--- src/rtl/mem_arbiter_if.sv ---
// Bus bundle between the core ports, the arbiter and the memory macro.
// The arbiter takes the slave view; the core/memory side takes the master view.
interface mem_arbiter_if #(
    parameter int WORD = 32,
    parameter int ADDR = 16
);
    // Fetch port
    logic            i_req;
    logic [ADDR-1:0] i_addr;
    logic            i_gnt;
    logic            i_rvalid;
    logic [WORD-1:0] i_rdata;

    // Data port
    logic            d_req;
    logic            d_we;
    logic [ADDR-1:0] d_addr;
    logic [WORD-1:0] d_wdata;
    logic            d_gnt;
    logic            d_rvalid;
    logic [WORD-1:0] d_rdata;

    // Memory macro side
    logic [ADDR-1:0] mem_a;
    logic            mem_w;
    logic [WORD-1:0] mem_d;
    logic [WORD-1:0] mem_q;

    modport slave (
        input  i_req, i_addr,
        output i_gnt, i_rvalid, i_rdata,
        input  d_req, d_we, d_addr, d_wdata,
        output d_gnt, d_rvalid, d_rdata,
        output mem_a, mem_w, mem_d,
        input  mem_q
    );

    modport master (
        output i_req, i_addr,
        input  i_gnt, i_rvalid, i_rdata,
        output d_req, d_we, d_addr, d_wdata,
        input  d_gnt, d_rvalid, d_rdata,
        input  mem_a, mem_w, mem_d,
        output mem_q
    );
endinterface

--- src/rtl/mem_arbiter.sv ---
// Round-robin arbiter sharing one synchronous single-port word memory
// between the fetch port and the data port, with a conflict counter.
module mem_arbiter #(
    parameter int WORD  = 32,
    parameter int ADDR  = 16,
    parameter int CNT_W = 16
) (
    input  logic             clk,
    input  logic             rst,
    mem_arbiter_if.slave     bus,
    output logic [CNT_W-1:0] conflict_cnt
);

    typedef enum logic [1:0] {
        RSP_NONE = 2'd0,
        RSP_I    = 2'd1,
        RSP_D    = 2'd2
    } rsp_e;

    typedef enum logic {
        LG_I = 1'b0,
        LG_D = 1'b1
    } port_e;

    rsp_e             r_rsp;
    rsp_e             w_rsp_nxt;
    port_e            r_last_gnt;
    port_e            w_last_nxt;
    logic [CNT_W-1:0] r_cnt;

    logic             w_gnt_i;
    logic             w_gnt_d;
    logic             w_conflict;
    logic [ADDR-1:0]  w_mem_a;
    logic             w_mem_w;
    logic [WORD-1:0]  w_mem_d;

    assign w_conflict = bus.i_req & bus.d_req;

    // Grant: single requester wins outright; on conflict the port
    // that did not win last time gets the memory. Nothing during reset.
    always_comb begin
        w_gnt_i = 1'b0;
        w_gnt_d = 1'b0;
        if (!rst) begin
            if (w_conflict) begin
                if (r_last_gnt == LG_D) begin
                    w_gnt_i = 1'b1;
                end else begin
                    w_gnt_d = 1'b1;
                end
            end else if (bus.i_req) begin
                w_gnt_i = 1'b1;
            end else if (bus.d_req) begin
                w_gnt_d = 1'b1;
            end
        end
    end

    // Memory drive mux: idle cycles present a harmless read of word 0.
    always_comb begin
        w_mem_a = '0;
        w_mem_w = 1'b0;
        w_mem_d = '0;
        if (w_gnt_i) begin
            w_mem_a = bus.i_addr;
        end else if (w_gnt_d) begin
            w_mem_a = bus.d_addr;
            w_mem_w = bus.d_we;
            w_mem_d = bus.d_wdata;
        end
    end

    // Next response owner and round-robin pointer; stores return nothing.
    always_comb begin
        w_rsp_nxt  = RSP_NONE;
        w_last_nxt = r_last_gnt;
        if (w_gnt_i) begin
            w_rsp_nxt  = RSP_I;
            w_last_nxt = LG_I;
        end else if (w_gnt_d) begin
            w_last_nxt = LG_D;
            if (!bus.d_we) begin
                w_rsp_nxt = RSP_D;
            end
        end
    end

    // State: response owner, last winner and saturating conflict count.
    always_ff @(posedge clk) begin
        if (rst) begin
            r_rsp      <= RSP_NONE;
            r_last_gnt <= LG_D;
            r_cnt      <= '0;
        end else begin
            r_rsp      <= w_rsp_nxt;
            r_last_gnt <= w_last_nxt;
            if (w_conflict && (r_cnt != {CNT_W{1'b1}})) begin
                r_cnt <= r_cnt + 1'b1;
            end
        end
    end

    assign bus.i_gnt    = w_gnt_i;
    assign bus.d_gnt    = w_gnt_d;
    assign bus.mem_a    = w_mem_a;
    assign bus.mem_w    = w_mem_w;
    assign bus.mem_d    = w_mem_d;
    assign bus.i_rvalid = (r_rsp == RSP_I);
    assign bus.d_rvalid = (r_rsp == RSP_D);
    assign bus.i_rdata  = bus.mem_q;
    assign bus.d_rdata  = bus.mem_q;
    assign conflict_cnt = r_cnt;

endmodule

--- src/flat_wrapper.sv ---
// flat-port wrapper written by rule: the top's interface ports become plain ports
module mem_arbiter_flat 
#(
    parameter int WORD  = 32,
    parameter int ADDR  = 16,
    parameter int CNT_W = 16
)
  (clk, rst, conflict_cnt, bus_i_req, bus_i_addr, bus_i_gnt, bus_i_rvalid, bus_i_rdata, bus_d_req, bus_d_we, bus_d_addr, bus_d_wdata, bus_d_gnt, bus_d_rvalid, bus_d_rdata, bus_mem_a, bus_mem_w, bus_mem_d, bus_mem_q);
  mem_arbiter_if #(.WORD(WORD), .ADDR(ADDR)) bus_i ();
  input  logic clk;
  input  logic rst;
  output logic [CNT_W-1:0] conflict_cnt;
  input wire logic [$bits(bus_i.i_req)-1:0] bus_i_req;
  input wire logic [$bits(bus_i.i_addr)-1:0] bus_i_addr;
  output wire logic [$bits(bus_i.i_gnt)-1:0] bus_i_gnt;
  output wire logic [$bits(bus_i.i_rvalid)-1:0] bus_i_rvalid;
  output wire logic [$bits(bus_i.i_rdata)-1:0] bus_i_rdata;
  input wire logic [$bits(bus_i.d_req)-1:0] bus_d_req;
  input wire logic [$bits(bus_i.d_we)-1:0] bus_d_we;
  input wire logic [$bits(bus_i.d_addr)-1:0] bus_d_addr;
  input wire logic [$bits(bus_i.d_wdata)-1:0] bus_d_wdata;
  output wire logic [$bits(bus_i.d_gnt)-1:0] bus_d_gnt;
  output wire logic [$bits(bus_i.d_rvalid)-1:0] bus_d_rvalid;
  output wire logic [$bits(bus_i.d_rdata)-1:0] bus_d_rdata;
  output wire logic [$bits(bus_i.mem_a)-1:0] bus_mem_a;
  output wire logic [$bits(bus_i.mem_w)-1:0] bus_mem_w;
  output wire logic [$bits(bus_i.mem_d)-1:0] bus_mem_d;
  input wire logic [$bits(bus_i.mem_q)-1:0] bus_mem_q;
  assign bus_i.i_req = bus_i_req;
  assign bus_i.i_addr = bus_i_addr;
  assign bus_i_gnt = bus_i.i_gnt;
  assign bus_i_rvalid = bus_i.i_rvalid;
  assign bus_i_rdata = bus_i.i_rdata;
  assign bus_i.d_req = bus_d_req;
  assign bus_i.d_we = bus_d_we;
  assign bus_i.d_addr = bus_d_addr;
  assign bus_i.d_wdata = bus_d_wdata;
  assign bus_d_gnt = bus_i.d_gnt;
  assign bus_d_rvalid = bus_i.d_rvalid;
  assign bus_d_rdata = bus_i.d_rdata;
  assign bus_mem_a = bus_i.mem_a;
  assign bus_mem_w = bus_i.mem_w;
  assign bus_mem_d = bus_i.mem_d;
  assign bus_i.mem_q = bus_mem_q;
  mem_arbiter #(.WORD(WORD), .ADDR(ADDR), .CNT_W(CNT_W)) u_core (.clk(clk), .rst(rst), .bus(bus_i), .conflict_cnt(conflict_cnt));
endmodule
--- config.mk ---
export PLATFORM = sky130hd
export DESIGN_NAME = mem_arbiter_flat
export DESIGN_NICKNAME = d
export VERILOG_FILES = /design/src/rtl/mem_arbiter_if.sv /design/src/rtl/mem_arbiter.sv /design/src/flat_wrapper.sv
export SDC_FILE = /design/constraint.sdc
export NUM_CORES = 1
export LEC_CHECK = 0
export BUFFER_PORTS_ARGS = -buffer_cell sky130_fd_sc_hd__buf_2
export CAP_MARGIN = 20
export CORE_ASPECT_RATIO = 0.6
export CORE_MARGIN = 5
export CORE_UTILIZATION = 33
export DETAILED_ROUTE_END_ITERATION = 8
export PLACE_DENSITY = 0.83
export SLEW_MARGIN = 25
export SYNTH_ARGS = -nofsm -noshare
export SYNTH_HDL_FRONTEND = slang
export SYNTH_SLANG_ARGS = --single-unit
export TNS_END_PERCENT = 1
--- constraint.sdc ---
create_clock -name clk -period 2.26 [get_ports clk]
set_input_delay 0.113 -clock clk [delete_from_list [all_inputs] [get_ports clk]]
set_output_delay 0.113 -clock clk [all_outputs]
set_load 0.03 [all_outputs]
After elaboration in Yosys (flattened, before gate mapping):

Index checks and enable logic that the tools add are counted.

* register bits: 19
* logic and storage cells: 33

* equality and inequality tests: 3
* muxes and demuxes: 20
* $add $sub $neg: 1
* reductions and logical operators: 3
* bitwise operators: 2

Operators with widths (number)
* two-way mux 32 bit: 2
* two-way mux 16 bit: 2
* adder 16 x 1 -> 16 bit, second input constant: 1
* inequality test 16 bit, second input constant: 1
* two-way mux 1 bit: 15
* OR reduction 3 bit: 1
* equality test 2 x 1 -> 1 bit, second input constant: 1
* equality test 2 bit, second input constant: 1
* two-way mux 2 bit: 1
* nonzero test 2 bit: 1
* AND 1 bit: 1
* logical AND 1 bit: 1
* NOT 1 bit: 1

Longest topological paths before layout:

* depth after elaboration: 6
* mapped depth: 6

Worst setup path before layout:

No wires, ideal clock.

* kind: register -> register
* start: register u_core.r_cnt[0], in the netlist u_core.conflict_cnt[0]
* end: register u_core.r_cnt[9], in the netlist u_core.conflict_cnt[9]
* path buffers: 0
* setup time: 0.123 ns
* setup slack: 0.335 ns
* arrival time: 1.802 ns
* required time: 2.137 ns
* period minus slack after synthesis: 1.925 ns
* cell stages (with the launch flop): 6
* cell sequence: dfxtp_1 > ha_1 > nand4_1 > nor4_4 > or4b_1 > mux2_1

* cells in the longest elaborated chain, start to end: 2

Ends and longest elaborated chain
* from (decl): line mem_arbiter.sv:29 `logic [CNT_W-1:0] r_cnt;`
* from (signal assigned): line mem_arbiter.sv:99 `r_cnt <= r_cnt + 1'b1;`
* branches (longest 2 deep; another with adder 16 x 1 -> 16 bit)

Several ways; the timed one is not identified.
A chain may end at the register's enable or synchronous reset.

Final worst setup path:

Same ends and word-level chain as after synthesis.

==> flow_metrics.py <==
metrics = {
    "run_status": {
        "status": "completed",
    },
    "clock_tree": {
        "post-cts-setup-buffers": 0,
        "h-tree-depth": 1,
        "cts_tree": "done",
        "clk_latency_ns": 0.27,
        "hold_buffers": 0,
        "clock_path_buffers": 2,
        "clk_pin_slew_ns": 0.08,
        "cts.sinks": 19,
        "cts_root_buf": "clkbuf_8",
        "post_cts_resized": 0,
        "cts_made_buffers": 3,
    },
    "synthesis": {
        "syn-num-nets": 336,
        "yosysSeqAreaShare_pct": 20.6,
        "synth.cell_area_sq_um": 1850,
        "synth_flop_cell": "dfxtp_1",
        "ys_ff_latch": 19,
        "syn-instance-count": 234,
        "synthArstFlopShare_pct": 0,
        "syn_area_per_cell_sq_um": 7.89,
        "yosysUniqueCellTypes": 35,
        "synth_edf_count": 0,
        "yosys_warnings": 0,
    },
    "routing": {
        "wl_per_cell_um": 19.2,
        "drc": 0,
        "first_pass_iters": 4,
        "via_per_inst": 5.00,
        "final_antenna_net_count": 0,
        "drt_iter0_markers": 123,
        "vias": 1859,
        "routed_wl_um": 7150,
    },
    "sta": {
        "rsz0062_at_grt": "false",
        "hold_ws_ns": 0.0130,
        "timing.final.crit_share_pct": 84.6,
        "relSlewSlack_pct": 44.7,
        "worst-slew-pin-transition_ns": 0.822,
        "tns_ns": 0,
        "drv_slew": 0,
        "setup_viol": 0,
        "fin_skew_ns": 0.00720,
        "fmax_mhz": 523,
        "fin_crit_ns": 1.91,
        "finalWorstSetupSlack_ns": 0.348,
        "finalHoldViolations": 0,
    },
    "power_and_ir_drop": {
        "leakage_nw": 1.17,
        "ir_drop_uv": 204,
        "power.total_mw": 0.873,
        "p_per_area_nw_per_um2": 404,
    },
    "floorplanning": {
        "core_sq_um": 5490,
        "die_y_um": 67.9,
        "die_area_sq_um": 7240,
        "floorplan.initialDensity_pct": 33.6,
        "dieWidth_um": 107,
        "rows": 21,
        "io-pin-count": 234,
    },
    "worst_setup_path": {
        "crit_type": "flip-flop to flip-flop",
        "startpoint_type": "flip-flop",
        "critPathMaxFanout": 8,
        "cp-end-kind": "flip-flop",
        "cp.required_ns": 2.41,
        "cp_data_arrival_time_ns": 2.06,
    },
    "final_layout": {
        "drive_gt1_share_pct": 50.8,
        "synthToLayoutAreaGrowth_pct": 17.2,
        "fillers": 580,
        "n_antenna_cell": 0,
        "nets": 406,
        "stdcell_count": 372,
    },
    "job": {
        "maxCapViolations": 0,
    },
    "grt": {
        "grt_pass1_vias": 1638,
        "antenna_found_initial": 0,
        "track_usage_pct": 17.5,
        "grt_max_degree": 52,
        "grt_overflow_total": 0,
        "grt_pass1_wl_um": 9500,
    },
    "hold_path": {
        "worst_hold_path_type": "primary input to flip-flop",
    },
    "placed_design": {
        "hpwl_um": 6160,
        "gp_congestion": 0.975,
        "post-place-ws_ns": 0.394,
        "place_inst": 368,
        "io_buffers": 137,
    },
}
[metrics by stage]
step                      utilization, %  instance area (sq um)
after global routing                39.4                   2160
after floorplan                        -                   1850
after CTS                           39.4                   2160
after detailed placement            38.6                   2120
final                               39.4                   2160
after global placement              38.6                   2120
[worst paths after layout]
kind | startpoint | endpoint | slack (ns) | depth (start not counted)
setup / recovery | u_core.conflict_cnt[0] | u_core.conflict_cnt[9] | 0.35 | 5
hold / removal | bus_d_we | u_core.r_rsp[1] | 0.01 | 2
setup reg to reg | u_core.conflict_cnt[0] | u_core.conflict_cnt[9] | 0.35 | 5
hold reg to reg | u_core.conflict_cnt[7] | u_core.conflict_cnt[7] | 0.53 | 2
[where the power goes]
group	switching (mW)	internal, mW
Clock	0.125	0.123
Combinational	0.174	0.107
Sequential	0.00447	0.340
Total	0.303	0.570
[routing by layer]
layer	part of all wire (%)	wire length [um]	vias to the layer above	track usage, %
li1	-	-	879	-
met3	12	870	19	9.90
met4	5.1	365	0	10.0
met5	0	0	-	0
met1	38	2730	844	20.5
met2	45	3190	117	25.2
[critical path, cell delays in order (launching register included)]
cell	delay (ns)
dfxtp_1	0.39
ha_1	0.21
nand4_1	0.19
nor4_4	0.50
or4b_1	0.19
mux2_1	0.31
[final cells by class]
type,instances,area [sq um],share of cell area [%]
Clock buffer,3,41.3,1.91
Clock inverter,1,5.00,0.231
Multi-Input combinational cell,137,935,43.2
Inverter,4,15.0,0.694
Tap cell,69,86.3,3.99
Sequential cell,19,380,17.6
Timing Repair Buffer,139,701,32.4
[cells by family after synthesis]
logic type	count (synthesis)	share of synthesized area, %
AO/OA/AOI/OAI	34	13.2
adder cells (fa/ha/maj)	1	0.678
AND/OR/NAND/NOR	94	31.4
multiplexers	8	4.75
flip-flops	19	20.6
buffers and inverters	78	29.4
[placed cells by master (no fill, tap or decap), drive strengths merged]
cell,count
buf,139
and2,36
dfxtp,19
a22o,16
nor2,11
a21oi,9
nor2b,9
nand2,7
nor4,6
mux2,6
nand3,5
nand4,5
inv,4
o31ai,4
o21ai,4
or4,4
nor3,3
clkbuf,3
mux2i,2
or3,2
nand2b,2
a211oi,1
or2,1
and3,1
and4,1
or4b,1
ha,1
clkinv,1
[Yosys cell counts (all sizes together), types with 6 or more instances]
| library cell | count | area share (%) |
|---|---|---|
| a21oi | 9 | 2.4 |
| nor2 | 11 | 2.2 |
| mux2 | 6 | 3.7 |
| nor4 | 6 | 2.8 |
| a22o | 16 | 7.6 |
| and2 | 36 | 12 |
| clkbuf | 8 | 1.7 |
| nand2 | 7 | 1.6 |
| nor2b | 9 | 3.1 |
| dfxtp | 19 | 21 |
| buf | 65 | 26 |
[state kept, by name (all words and copies together) (netlist names)]
name,flops
u_core.r_last_gnt,1
u_core.conflict_cnt,16
u_core.r_rsp,2
No activity file was read; power rests on OpenSTA's default activity.
